File: config.mk
export PLATFORM = sky130hd
export DESIGN_NAME = sys_ctrl_frame
export DESIGN_NICKNAME = d
export VERILOG_FILES = /design/src/rtl/sys_ctrl_pkg.sv /design/src/rtl/tx_byte_sender.sv /design/src/rtl/sys_ctrl_frame.sv
export SDC_FILE = /design/constraint.sdc
export NUM_CORES = 1
export LEC_CHECK = 0
export BUFFER_PORTS_ARGS = -buffer_cell sky130_fd_sc_hd__buf_2
export CAP_MARGIN = 20
export CORE_ASPECT_RATIO = 2
export CORE_MARGIN = 3
export CORE_UTILIZATION = 55
export CTS_BUF_LIST = sky130_fd_sc_hd__clkbuf_2 sky130_fd_sc_hd__clkbuf_4 sky130_fd_sc_hd__clkbuf_8
export CTS_CLUSTER_SIZE = 10
export DETAILED_ROUTE_END_ITERATION = 7
export GPL_TIMING_DRIVEN = 0
export PLACE_DENSITY = 0.86
export RECOVER_POWER = 25
export SLEW_MARGIN = 15
export SYNTH_ARGS = -nofsm -noshare
export SYNTH_HDL_FRONTEND = slang
export SYNTH_HIERARCHICAL = 1
export SYNTH_SLANG_ARGS = --single-unit
File: constraint.sdc
create_clock -name REF_CLK -period 6.3 [get_ports REF_CLK]
set_input_delay 0.945 -clock REF_CLK [delete_from_list [all_inputs] [get_ports REF_CLK]]
set_output_delay 0.945 -clock REF_CLK [all_outputs]
set_load 0.05 [all_outputs]
File: src/rtl/sys_ctrl_pkg.sv
// Shared command codes and controller state encoding for the REF_CLK-domain frame controller.
package sys_ctrl_pkg;

  localparam logic [7:0] CMD_WR      = 8'hAA;
  localparam logic [7:0] CMD_RD      = 8'hBB;
  localparam logic [7:0] CMD_ALU_OP  = 8'hCC;
  localparam logic [7:0] CMD_ALU_NOP = 8'hDD;

  typedef enum logic [3:0] {
    IDLE, WR_ADDR, WR_DATA, RD_ADDR, RD_WAIT, ALU_A, ALU_B, ALU_FUN,
    ALU_WAIT, TX_LOAD, TX_WAIT_HI, TX_WAIT_LO
  } state_e;

  // States in which an incoming frame byte is expected and accepted.
  function automatic logic is_rx_state(input state_e s);
    return s inside {WR_ADDR, WR_DATA, RD_ADDR, ALU_A, ALU_B, ALU_FUN};
  endfunction

endpackage

File: src/rtl/tx_byte_sender.sv
// Serialises up to NBYTES bytes, LSB byte first, over the busy-handshaked UART TX.
module tx_byte_sender
  import sys_ctrl_pkg::*;
#(
  parameter int DATA_WIDTH = 8,
  parameter int NBYTES     = 2,
  parameter int IW         = $clog2(NBYTES + 1)
) (
  input  logic                         clk,
  input  logic                         rst_n,
  input  logic                         start,
  input  logic [NBYTES*DATA_WIDTH-1:0] data,
  input  logic [IW-1:0]                nbytes,
  input  logic                         tx_busy,
  output logic [DATA_WIDTH-1:0]        tx_p_data,
  output logic                         tx_d_vld,
  output logic                         done
);

  state_e                         state_q, state_d;
  logic [NBYTES*DATA_WIDTH-1:0]   shreg_q, shreg_d;
  logic [IW-1:0]                  cnt_q, cnt_d;
  logic [IW-1:0]                  idx_q, idx_d;
  logic [DATA_WIDTH-1:0]          tx_p_data_q, tx_p_data_d;
  logic                           tx_d_vld_q, tx_d_vld_d;
  logic                           done_q, done_d;

  always_ff @(posedge clk or negedge rst_n) begin
    if (!rst_n) begin
      state_q     <= IDLE;
      shreg_q     <= '0;
      cnt_q       <= '0;
      idx_q       <= '0;
      tx_p_data_q <= '0;
      tx_d_vld_q  <= 1'b0;
      done_q      <= 1'b0;
    end else begin
      state_q     <= state_d;
      shreg_q     <= shreg_d;
      cnt_q       <= cnt_d;
      idx_q       <= idx_d;
      tx_p_data_q <= tx_p_data_d;
      tx_d_vld_q  <= tx_d_vld_d;
      done_q      <= done_d;
    end
  end

  always_comb begin
    state_d     = state_q;
    shreg_d     = shreg_q;
    cnt_d       = cnt_q;
    idx_d       = idx_q;
    tx_p_data_d = tx_p_data_q;
    tx_d_vld_d  = 1'b0;
    done_d      = 1'b0;
    case (state_q)
      IDLE: if (start) begin
        shreg_d = data;
        cnt_d   = nbytes;
        idx_d   = '0;
        state_d = TX_LOAD;
      end
      TX_LOAD: if (!tx_busy) begin
        tx_p_data_d = shreg_q[DATA_WIDTH-1:0];
        tx_d_vld_d  = 1'b1;
        shreg_d     = shreg_q >> DATA_WIDTH;
        idx_d       = idx_q + IW'(1);
        state_d     = TX_WAIT_HI;
      end
      TX_WAIT_HI: if (tx_busy) state_d = TX_WAIT_LO;
      TX_WAIT_LO: if (!tx_busy) begin
        if (idx_q == cnt_q) begin
          done_d  = 1'b1;
          idx_d   = '0;
          state_d = IDLE;
        end else begin
          state_d = TX_LOAD;
        end
      end
      default: state_d = IDLE;
    endcase
  end

  assign tx_p_data = tx_p_data_q;
  assign tx_d_vld  = tx_d_vld_q;
  assign done      = done_q;

endmodule

File: src/rtl/sys_ctrl_frame.sv
// Frame-based system controller: decodes UART command frames, drives reg-file/ALU/clock gate,
// and returns read data, ALU results or an error code through tx_byte_sender.
module sys_ctrl_frame
  import sys_ctrl_pkg::*;
#(
  parameter int                    DATA_WIDTH    = 8,
  parameter int                    ADDR_WIDTH    = 4,
  parameter int                    ALU_OUT_BYTES = 2,
  parameter int                    TIMEOUT_CYC   = 1024,
  parameter logic [DATA_WIDTH-1:0] ERR_CODE      = 'hEE
) (
  input  logic                                REF_CLK,
  input  logic                                SYNC_RST1,
  input  logic [DATA_WIDTH-1:0]               rx_p_data,
  input  logic                                rx_d_vld,
  input  logic [DATA_WIDTH-1:0]               rd_data,
  input  logic                                rd_data_vld,
  input  logic [ALU_OUT_BYTES*DATA_WIDTH-1:0] alu_out,
  input  logic                                alu_out_vld,
  input  logic                                tx_busy,
  output logic                                alu_en,
  output logic [3:0]                          alu_fun,
  output logic                                alu_clk_en,
  output logic [ADDR_WIDTH-1:0]               reg_addr,
  output logic                                reg_wr_en,
  output logic [DATA_WIDTH-1:0]               reg_wr_data,
  output logic                                reg_rd_en,
  output logic                                clk_div_en,
  output logic [DATA_WIDTH-1:0]               tx_p_data,
  output logic                                tx_d_vld,
  output logic                                frame_err
);

  localparam int TW = $clog2(TIMEOUT_CYC);
  localparam int IW = $clog2(ALU_OUT_BYTES + 1);
  localparam int RW = ALU_OUT_BYTES * DATA_WIDTH;

  state_e                state_q, state_d;
  logic [ADDR_WIDTH-1:0] addr_q, addr_d;
  logic [TW-1:0]         tmo_q, tmo_d;
  logic                  alu_go_q, alu_go_d;
  logic                  alu_en_q, alu_en_d;
  logic [3:0]            alu_fun_q, alu_fun_d;
  logic                  alu_clk_en_q, alu_clk_en_d;
  logic [ADDR_WIDTH-1:0] reg_addr_q, reg_addr_d;
  logic                  reg_wr_en_q, reg_wr_en_d;
  logic [DATA_WIDTH-1:0] reg_wr_data_q, reg_wr_data_d;
  logic                  reg_rd_en_q, reg_rd_en_d;
  logic                  frame_err_q, frame_err_d;
  logic                  clk_div_en_q;
  logic                  tx_start, tx_done, send_err, rx_ok, tmo_hit;
  logic [RW-1:0]         tx_data;
  logic [IW-1:0]         tx_nbytes;

  always_ff @(posedge REF_CLK or negedge SYNC_RST1) begin
    if (!SYNC_RST1) begin
      state_q       <= IDLE;
      addr_q        <= '0;
      tmo_q         <= '0;
      alu_go_q      <= 1'b0;
      alu_en_q      <= 1'b0;
      alu_fun_q     <= '0;
      alu_clk_en_q  <= 1'b0;
      reg_addr_q    <= '0;
      reg_wr_en_q   <= 1'b0;
      reg_wr_data_q <= '0;
      reg_rd_en_q   <= 1'b0;
      frame_err_q   <= 1'b0;
      clk_div_en_q  <= 1'b0;
    end else begin
      state_q       <= state_d;
      addr_q        <= addr_d;
      tmo_q         <= tmo_d;
      alu_go_q      <= alu_go_d;
      alu_en_q      <= alu_en_d;
      alu_fun_q     <= alu_fun_d;
      alu_clk_en_q  <= alu_clk_en_d;
      reg_addr_q    <= reg_addr_d;
      reg_wr_en_q   <= reg_wr_en_d;
      reg_wr_data_q <= reg_wr_data_d;
      reg_rd_en_q   <= reg_rd_en_d;
      frame_err_q   <= frame_err_d;
      clk_div_en_q  <= 1'b1;
    end
  end

  always_comb begin
    state_d       = state_q;
    addr_d        = addr_q;
    tmo_d         = tmo_q + TW'(1);
    alu_go_d      = 1'b0;
    alu_en_d      = alu_go_q;
    alu_fun_d     = alu_fun_q;
    alu_clk_en_d  = alu_clk_en_q;
    reg_addr_d    = reg_addr_q;
    reg_wr_en_d   = 1'b0;
    reg_wr_data_d = reg_wr_data_q;
    reg_rd_en_d   = 1'b0;
    frame_err_d   = 1'b0;
    tx_start      = 1'b0;
    tx_data       = '0;
    tx_nbytes     = '0;
    send_err      = 1'b0;
    rx_ok         = rx_d_vld && (state_q == IDLE || is_rx_state(state_q));
    tmo_hit       = (tmo_q == TW'(TIMEOUT_CYC - 1));

    case (state_q)
      IDLE: if (rx_d_vld) begin
        if (rx_p_data == DATA_WIDTH'(CMD_WR))           state_d = WR_ADDR;
        else if (rx_p_data == DATA_WIDTH'(CMD_RD))      state_d = RD_ADDR;
        else if (rx_p_data == DATA_WIDTH'(CMD_ALU_OP))  state_d = ALU_A;
        else if (rx_p_data == DATA_WIDTH'(CMD_ALU_NOP)) state_d = ALU_FUN;
        else begin
          frame_err_d = 1'b1;
          send_err    = 1'b1;
        end
      end
      WR_ADDR: if (rx_d_vld) begin
        addr_d  = rx_p_data[ADDR_WIDTH-1:0];
        state_d = WR_DATA;
      end
      WR_DATA: if (rx_d_vld) begin
        reg_wr_en_d   = 1'b1;
        reg_addr_d    = addr_q;
        reg_wr_data_d = rx_p_data;
        state_d       = IDLE;
      end
      RD_ADDR: if (rx_d_vld) begin
        reg_rd_en_d = 1'b1;
        reg_addr_d  = rx_p_data[ADDR_WIDTH-1:0];
        state_d     = RD_WAIT;
      end
      // ALU operands are staged in reg-file locations 0 and 1.
      ALU_A: if (rx_d_vld) begin
        reg_wr_en_d   = 1'b1;
        reg_addr_d    = '0;
        reg_wr_data_d = rx_p_data;
        state_d       = ALU_B;
      end
      ALU_B: if (rx_d_vld) begin
        reg_wr_en_d   = 1'b1;
        reg_addr_d    = ADDR_WIDTH'(1);
        reg_wr_data_d = rx_p_data;
        state_d       = ALU_FUN;
      end
      ALU_FUN: if (rx_d_vld) begin
        alu_fun_d    = rx_p_data[3:0];
        alu_clk_en_d = 1'b1;
        alu_go_d     = 1'b1;
        state_d      = ALU_WAIT;
      end
      RD_WAIT: if (rd_data_vld) begin
        tx_start  = 1'b1;
        tx_data   = RW'(rd_data);
        tx_nbytes = IW'(1);
        state_d   = TX_LOAD;
      end else if (tmo_hit) begin
        frame_err_d = 1'b1;
        send_err    = 1'b1;
      end
      ALU_WAIT: if (alu_out_vld) begin
        tx_start     = 1'b1;
        tx_data      = alu_out;
        tx_nbytes    = IW'(ALU_OUT_BYTES);
        alu_clk_en_d = 1'b0;
        state_d      = TX_LOAD;
      end else if (tmo_hit) begin
        frame_err_d  = 1'b1;
        alu_clk_en_d = 1'b0;
        send_err     = 1'b1;
      end
      TX_LOAD: if (tx_done) state_d = IDLE;
      default: state_d = IDLE;
    endcase

    // A stalled frame is abandoned silently; a byte arriving while busy is dropped.
    if (is_rx_state(state_q) && !rx_d_vld && tmo_hit) begin
      frame_err_d = 1'b1;
      state_d     = IDLE;
    end
    if (rx_d_vld && !rx_ok) frame_err_d = 1'b1;

    if (send_err) begin
      tx_start  = 1'b1;
      tx_data   = RW'(ERR_CODE);
      tx_nbytes = IW'(1);
      state_d   = TX_LOAD;
    end

    if (state_q == IDLE || state_q == TX_LOAD || rx_ok || state_d != state_q) tmo_d = '0;
  end

  tx_byte_sender #(
    .DATA_WIDTH(DATA_WIDTH),
    .NBYTES    (ALU_OUT_BYTES),
    .IW        (IW)
  ) u_tx (
    .clk      (REF_CLK),
    .rst_n    (SYNC_RST1),
    .start    (tx_start),
    .data     (tx_data),
    .nbytes   (tx_nbytes),
    .tx_busy  (tx_busy),
    .tx_p_data(tx_p_data),
    .tx_d_vld (tx_d_vld),
    .done     (tx_done)
  );

  assign alu_en      = alu_en_q;
  assign alu_fun     = alu_fun_q;
  assign alu_clk_en  = alu_clk_en_q;
  assign reg_addr    = reg_addr_q;
  assign reg_wr_en   = reg_wr_en_q;
  assign reg_wr_data = reg_wr_data_q;
  assign reg_rd_en   = reg_rd_en_q;
  assign clk_div_en  = clk_div_en_q;
  assign frame_err   = frame_err_q;

endmodule

==> run summary <==
CTS
-----------------------------------------------------------------------------------------------
Number of clock sinks                                                                        74
CTS-repair resized insts                                                                      0
Clock Root Buffer                                                                      clkbuf_8
Maximum count of clock buffers along a single path                                            2
Clock input transition at the sequential cells of the worst setup and hold paths        0.07 ns
CTS H-tree depth                                                                              3
CTS tree                                                                                    yes
Post-cts hold buffer count                                                                    0
Clock Latency Late Sink                                                                 0.35 ns
Inserted Clock Buffers                                                                        9
Number of buffers inserted by post-CTS setup repair                                           0

FLOORPLAN
-----------------------------------------------------------------------------------------------
Standard cell core area                                                               6780 um^2
Die Area                                                                              8220 um^2
Overall die width                                                                       65.6 um
Effective utilization at floorplan                                                        57.7%
DIE HEIGHT                                                                               125 um
Std-Cell Rows                                                                                42
Top-level port count                                                                         69

TIMING
-----------------------------------------------------------------------------------------------
Sum Neg Setup Slack                                                                        0 ns
Final period utilization                                                                  62.5%
Final worst path period need                                                            3.94 ns
Relative max-transition margin                                                           -65.2%
Transition time at the pin with the least slew margin                                   2.48 ns
Final Setup Violations                                                                        0
Fin Hold WS                                                                            0.360 ns
Maximum achievable frequency                                                            254 MHz
Worst-case clock skew                                                                0.00957 ns
Max-slew violation count                                                                     48
Unrepaired setup endpoints after global routing                                              no
Number of endpoints with negative hold slack in the final report                              0

GRT
-----------------------------------------------------------------------------------------------
GRT Total Usage                                                                           24.3%
Pin count of the biggest net entering global routing                                         48
Wire length of the first global-routing pass                                           15500 um
Leftover overflow at the end of global routing                                                0
Number of global-route vias before repair                                                  3272
Initial antenna violation count                                                               0

CRITICAL PATH
-----------------------------------------------------------------------------------------------
Crit Path Max Fanout                                                                         47
Worst reg2reg endpoint                                                             u_tx/shreg_q[6]
Worst stage delay on the critical path                                                  1.85 ns
WP data required                                                                        6.23 ns
CP Class                                                                           input pin to asynchronous set/reset pin
CP max stage cell                                                                      clkbuf_1
Critical path cell sequence                                                        clkbuf_1 -> clkbuf_1
CP bufs+invs                                                                                  2
Reg2Reg Launch Point                                                                 state_q[3]
Critical path capture point type                                                   asynchronous set/reset pin
Worst r2r path cells                                                                          9
Data arrival time at the worst-slack endpoint                                           3.86 ns
Register-to-register path setup slack                                                   3.11 ns
Dominant delay contributor by cell family on the critical path                     buffers and inverters
Setup crit start kind                                                                 input pin
Most Frequent Cell on Critical Path                                                    clkbuf_1

LAYOUT
-----------------------------------------------------------------------------------------------
Combined flip-flop and latch cell area                                                1850 um^2
Growth of design area from synthesis to finish                                            16.3%
Number of diodes added for antenna fixing                                                     0
Top library cells by usage in the layout, fill and taps aside                      74 x dfrtp_1, 72 x buf_2, 37 x mux2_2
Layout Nets                                                                                 472
Most common cell after layout, fill and taps aside                                      dfrtp_1
Layout cell share with drive strength beyond 1                                            34.2%
Fill cell total of the finished layout                                                      536
Total area of multi-input combinational cells                                         1900 um^2

HOLD PATH
-----------------------------------------------------------------------------------------------
Number of instances on the worst hold path                                                    0
Startpoint of the tightest hold check path                                             alu_en_d
Tightest Hold Check Type                                                           flip-flop to flip-flop
End of the worst hold path                                                               alu_en

PWR
-----------------------------------------------------------------------------------------------
Largest vdd supply drop                                                                0.243 mV
Leakage component of the power                                                          2.19 nW
Total power per unit cell area                                                      441 nW/um^2

SYNTHESIS
-----------------------------------------------------------------------------------------------
Distinct cell type count after synthesis                                                     71
Post-synthesis net count                                                                    393
Number of warnings issued by yosys                                                            6
Synth area leaders                                                                 dfrtp_1 47%, mux2_2 11%, nand2_1 3.0%
Cell count after synthesis                                                                  354
Top-area cell type share of the netlist area                                              47.4%
Post-synth top area cell                                                                dfrtp_1
Netlist Area Pre-Place                                                                3910 um^2
Portion of the post-synthesis area used by sequential elements                            47.4%
Number of enable-type register cells in the synthesized netlist                               0
Average cell area after synthesis                                                     11.0 um^2
Flip-flop cell with the highest count after synthesis                                   dfrtp_1
Async S/R FF share, synth                                                                  100%
Total of flip-flops plus latches after synthesis                                             74

STATUS
-----------------------------------------------------------------------------------------------
Status                                                                             finished, violations left
Violations in the final reports                                                    capacitance limit, slew limit

DETAILED ROUTING
-----------------------------------------------------------------------------------------------
Detailed-route vias per instance                                                           5.96
Count of TritonRoute iterations in the first routing pass                                     5
Iteration-0 DRC count of the detailed router                                                171
Routed wire length                                                                      9280 um
Number of DRC violations after detailed routing                                               0
WL/cell                                                                                 17.6 um
Post-DRT Antenna Nets                                                                         0
Routed vias                                                                                3134

PLACED DESIGN
-----------------------------------------------------------------------------------------------
Routability cong.                                                                         0.865
I/O Buffers                                                                                  67
HPWL reported at the end of detailed placement                                          6850 um

RUN
-----------------------------------------------------------------------------------------------
Number of maximum-capacitance constraint violations                                           1

==> synth_stat cells (3+ instances only) <==
| master | count |
|---|---|
| nor2b_1 | 3 |
| a221o_1 | 6 |
| and3_1 | 9 |
| nand3_1 | 8 |
| xnor2_1 | 6 |
| o21ai_0 | 10 |
| a211oi_1 | 3 |
| o21ai_1 | 3 |
| inv_1 | 15 |
| mux2i_1 | 8 |
| clkbuf_1 | 9 |
| xor2_1 | 7 |
| and2_1 | 11 |
| buf_2 | 6 |
| nor2_1 | 12 |
| a21oi_4 | 3 |
| nand2b_1 | 4 |
| mux2_2 | 37 |
| a22oi_1 | 4 |
| dfrtp_1 | 74 |
| a21o_1 | 4 |
| buf_6 | 3 |
| a22o_1 | 3 |
| nand2_1 | 31 |
| nor4_1 | 12 |
| nor3b_1 | 3 |
| a21oi_1 | 6 |
==> routing by layer <==
layer  up-vias  GRT usage (%)  part of all wire [%]
met3        38           4.13                   4.1
met2       115           42.8                    56
met1      1540           26.1                    35
met5         -              0                     0
met4         0           14.5                   4.6
li1       1441              -                     -
==> state kept, by name, summed over array words and instances, names as in the netlist, 3 cells and up <==
| name | cells |
|---|---|
| tmo_q | 10 |
| state_q | 4 |
| alu_fun | 4 |
| reg_addr | 4 |
| reg_wr_data | 8 |
| u_tx/state_q | 3 |
| u_tx/shreg_q | 16 |
| u_tx/tx_p_data | 8 |
| addr_q | 4 |
==> layout make-up <==
class	instances	share of cell area, %
multi-input combinational	246	41.7
sequential	74	40.7
timing repair buffer	68	7.43
clock buffer	14	3.96
tap	88	2.42
buffer	19	2.31
inverter	15	1.24
clock inverter	2	0.220
==> how the worst max path moves through the flow <==
stage,from,end,slack [ns],cells after the start
global placement,rx_d_vld,u_tx/shreg_q[6],2.90,9
floorplan,rx_d_vld,u_tx/shreg_q[6],3.24,9
finish,SYNC_RST1,alu_fun[1],2.36,2
CTS,state_q[3],u_tx/shreg_q[6],3.16,9
detailed placement,rx_d_vld,u_tx/shreg_q[6],2.85,9
global route,SYNC_RST1,alu_fun[1],1.73,2
==> per-stage QoR <==
stage | power, mW | util, % | setup slack [ns] | std cells | area, um^2
2_1_floorplan | 1.42 | - | 3.24 | 354 | 3910
3_3_place_gp | 1.62 | 64.2 | 2.90 | 509 | 4360
3_5_place_dp | 1.66 | 64.7 | 2.85 | 510 | 4390
4_1_cts | 2.01 | 67.5 | 3.16 | 526 | 4580
5_1_grt | 2.11 | 67.1 | 1.73 | 526 | 4550
6_report | 2.01 | 67.1 | 2.36 | 526 | 4550
==> power by group <==
group | switching (mW) | total, mW | internal (mW)
logic | 0.627 | 0.969 | 0.342
clock network | 0.165 | 0.348 | 0.183
registers | 0.0791 | 0.690 | 0.610
==> cell families after synthesis <==
family	after synthesis	share of synthesized area, %
mux	48	13.7
compound gates	65	13.3
simple gates	117	17.8
other cells	1	0.0959
fa+ha+maj	1	0.320
buf+inv	34	4.13
xor+xnor	14	3.33
flops	74	47.4
No activity file was read; power rests on OpenSTA's default activity.
